<file path="src/rtl/regfile.sv">
// Integer register file (x1..x31, x0 hardwired to zero) with a per-register load-pending scoreboard.
// Define RITTER_RF_BYPASS_EN to forward same-cycle writeback data to reads and mask its hazard.
module regfile #(
    parameter int unsigned XLEN = 32,
    parameter int unsigned NREG = 32
) (
    input  logic            i_clk,
    input  logic            i_rst_n,
    input  logic [4:0]      i_rd_addr,
    input  logic [XLEN-1:0] i_rd_data,
    input  logic [4:0]      i_rs1_addr,
    input  logic [4:0]      i_rs2_addr,
    input  logic            i_rs1_used,
    input  logic            i_rs2_used,
    output logic [XLEN-1:0] o_rs1_data,
    output logic [XLEN-1:0] o_rs2_data,
    input  logic            i_pend_set,
    input  logic [4:0]      i_pend_addr,
    input  logic            i_flush,
    output logic            o_hazard,
    output logic            o_pend_any
);

    logic [XLEN-1:0] regs_q [1:NREG-1];
    logic [NREG-1:1] pend_q;
    logic [NREG-1:1] pend_d;

    logic [XLEN-1:0] rs1_stored;
    logic [XLEN-1:0] rs2_stored;
    logic            rs1_pend;
    logic            rs2_pend;

    always_ff @(posedge i_clk or negedge i_rst_n) begin
        if (!i_rst_n) begin
            for (int i = 1; i < NREG; i++) begin
                regs_q[i] <= '0;
            end
        end else begin
            for (int i = 1; i < NREG; i++) begin
                if (i_rd_addr == 5'(i)) begin
                    regs_q[i] <= i_rd_data;
                end
            end
        end
    end

    // Set beats clear (a newer load replaces the completing one); flush beats both.
    always_comb begin
        pend_d = pend_q;
        for (int i = 1; i < NREG; i++) begin
            if (i_rd_addr == 5'(i)) begin
                pend_d[i] = 1'b0;
            end
            if (i_pend_set && (i_pend_addr == 5'(i))) begin
                pend_d[i] = 1'b1;
            end
        end
        if (i_flush) begin
            pend_d = '0;
        end
    end

    always_ff @(posedge i_clk or negedge i_rst_n) begin
        if (!i_rst_n) begin
            pend_q <= '0;
        end else begin
            pend_q <= pend_d;
        end
    end

    always_comb begin
        rs1_stored = '0;
        rs2_stored = '0;
        rs1_pend   = 1'b0;
        rs2_pend   = 1'b0;
        for (int i = 1; i < NREG; i++) begin
            if (i_rs1_addr == 5'(i)) begin
                rs1_stored = regs_q[i];
                rs1_pend   = pend_q[i];
            end
            if (i_rs2_addr == 5'(i)) begin
                rs2_stored = regs_q[i];
                rs2_pend   = pend_q[i];
            end
        end
    end

    always_comb begin
        o_rs1_data = rs1_stored;
        o_rs2_data = rs2_stored;
        o_hazard   = (i_rs1_used & rs1_pend) | (i_rs2_used & rs2_pend);
`ifdef RITTER_RF_BYPASS_EN
        if ((i_rs1_addr != 5'd0) && (i_rs1_addr == i_rd_addr)) begin
            o_rs1_data = i_rd_data;
        end
        if ((i_rs2_addr != 5'd0) && (i_rs2_addr == i_rd_addr)) begin
            o_rs2_data = i_rd_data;
        end
        // rd_addr is never 0 on a match here since rsN_pend is already 0 for x0.
        o_hazard = (i_rs1_used & rs1_pend & (i_rd_addr != i_rs1_addr))
                 | (i_rs2_used & rs2_pend & (i_rd_addr != i_rs2_addr));
`endif
    end

    assign o_pend_any = |pend_q;

endmodule

</file>
<file path="config.mk">
export PLATFORM = sky130hd
export DESIGN_NAME = regfile
export DESIGN_NICKNAME = d
export VERILOG_FILES = /design/src/rtl/regfile.sv
export SDC_FILE = /design/constraint.sdc
export NUM_CORES = 2
export LEC_CHECK = 0
export ABC_AREA = 1
export BUFFER_PORTS_ARGS = -buffer_cell sky130_fd_sc_hd__buf_2
export CAP_MARGIN = 15
export CORE_MARGIN = 8
export CORE_UTILIZATION = 45
export CTS_BUF_LIST = sky130_fd_sc_hd__clkbuf_16
export CTS_CLUSTER_DIAMETER = 60
export CTS_CLUSTER_SIZE = 14
export DETAILED_ROUTE_END_ITERATION = 10
export SYNTH_ARGS = -nofsm -noshare
export SYNTH_HDL_FRONTEND = slang
export SYNTH_SLANG_ARGS = --single-unit
</file>
<file path="constraint.sdc">
create_clock -name i_clk -period 2.25 [get_ports i_clk]
set_clock_uncertainty 0.05 [all_clocks]
set_input_delay 0.3375 -clock i_clk [delete_from_list [all_inputs] [get_ports i_clk]]
set_output_delay 0.3375 -clock i_clk [all_outputs]
set_load 0.05 [all_outputs]
</file>
== After elaboration in Yosys (flattened, before gate mapping) ==
Cells that the tools add are included.

* Eq/ne operators: 124
* Multiplexer cells: 187
* Bitwise gates (word level): 3
* Reduce and logical (&&, ||, !) cells: 63

{| class="wikitable"
|+ Operators by type and width
! cell !! number
|-
| 32-bit two-way mux || 62
|-
| 5-bit equality test (second input constant) || 64
|-
| 5-bit by 4-bit equality test with 1-bit output (second input constant) || 32
|-
| 1-bit two-way mux || 124
|-
| 3-bit nonzero test || 31
|-
| 5-bit by 3-bit equality test with 1-bit output (second input constant) || 16
|-
| 5-bit by 2-bit equality test with 1-bit output (second input constant) || 8
|-
| 1-bit logical AND || 31
|-
| 31-bit two-way mux || 1
|-
| 31-bit OR reduction || 1
|-
| 5-bit by 1-bit equality test with 1-bit output (second input constant) || 4
|-
| 1-bit AND || 2
|-
| 1-bit bitwise OR || 1
|}

* Register bits after elaboration: 1023
* Input port bits: 58
* Output and inout port bits: 66
* Word-level logic and storage cells: 439

== Longest topological paths before layout ==
* Depth in word-level cells: 34
* Depth in mapped cells: 22
* Gate-level depth less buffers: 22

== Worst setup path after synthesis ==
OpenSTA, ideal clock, no wires.

* Kind: input to output
* From: input i_rs1_addr[1]
* To: output o_rs1_data[11]
* Arrival time: 2.449 ns
* Data required time: 1.862 ns
* Setup slack: -0.587 ns
* Stages on the path: 21
* Path buffers: 1
* Cell sequence: nand2_1 -> inv_1 -> nand3_2 -> inv_2 -> buf_6 -> nand2_1 -> nand3_1 -> nor2_1 -> nand4_1 -> nor2_1 -> nand4_1 -> nor2_1 -> nand4_1 -> nor2_1 -> nand4_1 -> nor2_1 -> nand4_1 -> nor2_1 -> nand4_1 -> nor2_1 -> nand4_1

* Cells in the longest elaborated chain, start to end: 32
* Elaborated cells on any way between the ends: 62
* Classes of those cells: eq/ne: 31; mux: 31

{| class="wikitable"
|+ RTL lines
! item !! line !! RTL
|-
| start: declaration || 11 || <nowiki>input logic [4:0] i_rs1_addr,</nowiki>
|-
| 5-bit by 1-bit equality test with 1-bit output || 77 || <nowiki>if (i_rs1_addr == 5'(i)) begin</nowiki>
|-
| 32-bit two-way mux (30 in a row) || 77 ||
|-
| 32-bit two-way mux (*) || 77 ||
|-
| end: declaration || 15 || <nowiki>output logic [XLEN-1:0] o_rs1_data,</nowiki>
|}

Every way passes the cells marked *; elsewhere a longest branch is shown, timed or not.

== Worst setup path after layout ==
* From: register regs_q[950] in the netlist's numbering
* To: output o_rs2_data[22]

* Cells in the longest elaborated chain, start to end: 30

{| class="wikitable"
|+ RTL lines
! item !! line !! RTL
|-
| start: declaration || 24 || <nowiki>logic [XLEN-1:0] regs_q [1:NREG-1];</nowiki>
|-
| start signal: indexed assignment || 41 || <nowiki>regs_q[i] <= i_rd_data;</nowiki>
|-
| 32-bit two-way mux (30 in a row) || 81 || <nowiki>if (i_rs2_addr == 5'(i)) begin</nowiki>
|-
| end: declaration || 16 || <nowiki>output logic [XLEN-1:0] o_rs2_data,</nowiki>
|}

Every way passes these cells.

==> flow_summary.json <==
{
  "insertion_delay_ps": 700,
  "grt_first_pass_wirelength_um": 307000,
  "whs_ps": 55.7,
  "via_per_inst": 5.53,
  "violations": "negative setup slack",
  "cts_buffer_depth": 3,
  "min_path_cells": 6,
  "cp-end-kind": "output pin",
  "fmax_ghz": 0.250,
  "multi_input_area_mm2": 0.0243,
  "syn_area_mm2": 0.0525,
  "grt_max_degree": 89,
  "pwr_density_cell_mw_per_mm2": 831,
  "r2r-end": "pend_q[6]",
  "syn_avg_cell_area_um2": 7.12,
  "use_met2": 0.486,
  "final.setup.worst_slack_ps": -1740,
  "slew_headroom": 0.495,
  "worst_pin_slew_ps": 758,
  "drtPass1Iterations": 6,
  "regArea_mm2": 0.0256,
  "detail_route.wl_per_cell_um": 20.8,
  "ys_seq_area_frac": 0.488,
  "synth_cell_types": 31,
  "grt_overflow": 0,
  "holdCritStartpoint": "i_pend_addr[3]",
  "use_met3": 0.0471,
  "maxCapViolations": 0,
  "root_buffer": "clkbuf_16",
  "critical_path.startpoint_type": "flip-flop",
  "numCtsBuffers": 108,
  "ant_nets": 0,
  "antenna_found_initial": 8,
  "grt_pass1_vias": 51305,
  "dieArea_mm2": 0.128,
  "synthCells": 7372,
  "synth_top_area_share": 0.488,
  "cts.sinks": 1023,
  "setup_viol": 66,
  "wl_um": 199000,
  "final_util": 0.575,
  "clk_pin_slew_ps": 60,
  "core_area_mm2": 0.116,
  "area_delta_synth_final_pct": 27.0,
  "start_util": 0.453,
  "drcViolationCount": 0,
  "total_leakage_power_uw": 0.0315,
  "use_met1": 0.439,
  "dr.first_iter.drc_count": 6003,
  "row_count": 125,
  "worstPathArrival_ps": 3600,
  "die_w_um": 357,
  "r2r_cells": 3,
  "place_hpwl_um": 146000,
  "drive_gt1_frac": 0.195,
  "yosysTopAreaCell": "dfrtp_1",
  "fillers": 10702,
  "ys_ff_latch": 1023,
  "grt.total_usage": 0.309,
  "holdPathEnd": "pend_q[18]",
  "critical_path.max_fanout": 2,
  "yosys-top-cells-area": "dfrtp_1, nand2_1, o21ai_0, nor2_1, nand4_1",
  "dp_slack_ps": -1840,
  "min_period_over_period": 1.77,
  "rrSetupSlack_ps": 1250,
  "place_area_mm2": 0.0610,
  "chipHeight_um": 357,
  "worstPathRequired_ps": 1860,
  "reg2reg_from": "pend_q[6]",
  "finish.instance_area_mm2": 0.0666,
  "slew_viol_final": 0,
  "grt.busiest_layer": "met2",
  "numPortBuffers": 123,
  "cts_tree": "yes",
  "ir_drop_mv": 0.779,
  "setup.worst_path.start": "regs_q[950]",
  "nNetsFinal": 8021,
  "timing_hold_violations_final": 0,
  "vias": 53016,
  "status": "complete, but fails checks",
  "globalplace.congestion": 0.964,
  "grt_setup_unrepaired": "yes",
  "h-tree-depth": 3,
  "hold_path.class": "input port to flip-flop",
  "yosysWarnings": 0,
  "path_class": "flip-flop to output pin",
  "ios": 124,
  "synth_nets": 7430,
  "period_minus_slack_ps": 3990
}
stage by stage:
step	TNS, ps	std cells	total power, uW
after floorplan	-26680	7372	30400
after global placement	-107300	9346	35200
after detailed placement	-107860	9346	35500
after CTS	-101950	9568	55300
after global routing	-110710	9575	58000
final	-96480	9580	55400
cell usage in the layout (no fill, tap or decap), drive strengths merged:
cell type,count
nand2,2703
dfrtp,1023
o21ai,1017
buf,934
nor2,888
inv,561
nand4,429
nand3,112
clkbuf,110
a21oi,86
or2,46
clkinv,43
nor3,35
dlygate4sd3,21
bufinv,16
clkinvlp,10
nor3b,7
nor4,7
diode,6
o2111ai,2
Yosys cell counts (all sizes together):
cell / n
or2: 46
nand4: 429
dfrtp: 1023
a21oi: 86
nor4: 7
o21ai: 1017
nand3: 112
buf: 59
nor2: 888
clkbuf: 416
nor3b: 7
nor3: 35
clkinv: 4
o2111ai: 2
nand2: 2703
inv: 538
power by group:
group	total [uW]	internal, uW	switching (uW)
Combinational	11400	4510	6920
Clock	19100	10800	8320
Sequential	24800	22100	2750
worst max-delay path, stage by stage (launching register included):
cell	delay, ps
dfrtp_1	390
buf_6	130
inv_4	50
nor2_4	30
nor3_2	180
nand4_1	130
nand2_1	110
nand3_2	80
nor2_2	120
nand3_2	100
nand2_2	90
nand3_2	70
nand2_2	80
nand4_1	100
nor2_2	160
nand4_1	120
nor2_1	130
nand4_1	160
nor2_1	180
nand4_1	150
buf_6	180
buf_12	150
worst max path at each step:
| stage | end | slack (ps) | depth (start not counted) |
|---|---|---|---|
| detailed placement | o_rs1_data[21] | -1840 | 22 |
| global placement | o_rs1_data[21] | -1860 | 22 |
| global route | o_rs2_data[22] | -1960 | 21 |
| CTS | o_rs2_data[6] | -1720 | 18 |
| finish | o_rs2_data[22] | -1740 | 21 |
| floorplan | o_rs2_data[11] | -490 | 21 |
logic make-up after synthesis:
kind of cell / after synthesis / share of synthesized area
compound gates: 1105 / 0.106
buf+inv: 1017 / 0.0743
flops: 1023 / 0.488
simple gates: 4227 / 0.332
cell type report:
cell class | count | share of cell area
diodes | 6 | 0.000225
well taps | 1524 | 0.0286
clock buffers | 109 | 0.0409
inverters | 542 | 0.0313
repair buffers | 956 | 0.134
clock inverters | 88 | 0.0150
multi-input cells | 5332 | 0.365
flip-flops and latches | 1023 | 0.384
per-layer routing:
layer,share of wire,wire length (um)
met5,0.00021,41
met4,0.034,6720
met3,0.081,16100
met2,0.45,89400
met1,0.44,86700
registers in the layout, indices dropped and copies added (netlist names):
register	flops
regs_q	992
pend_q	31
what timing repair did:
| action | CTS | global route |
|---|---|---|
| hold endpoints to repair | 670 | 0 |
| hold buffers | 21 | 0 |
| buffers inserted | 5 | 6 |
| pin swaps | 80 | 143 |
| gates resized for setup | 329 | 164 |
| setup endpoints to repair | 66 | 66 |
Power figures use the tool's default switching activity.
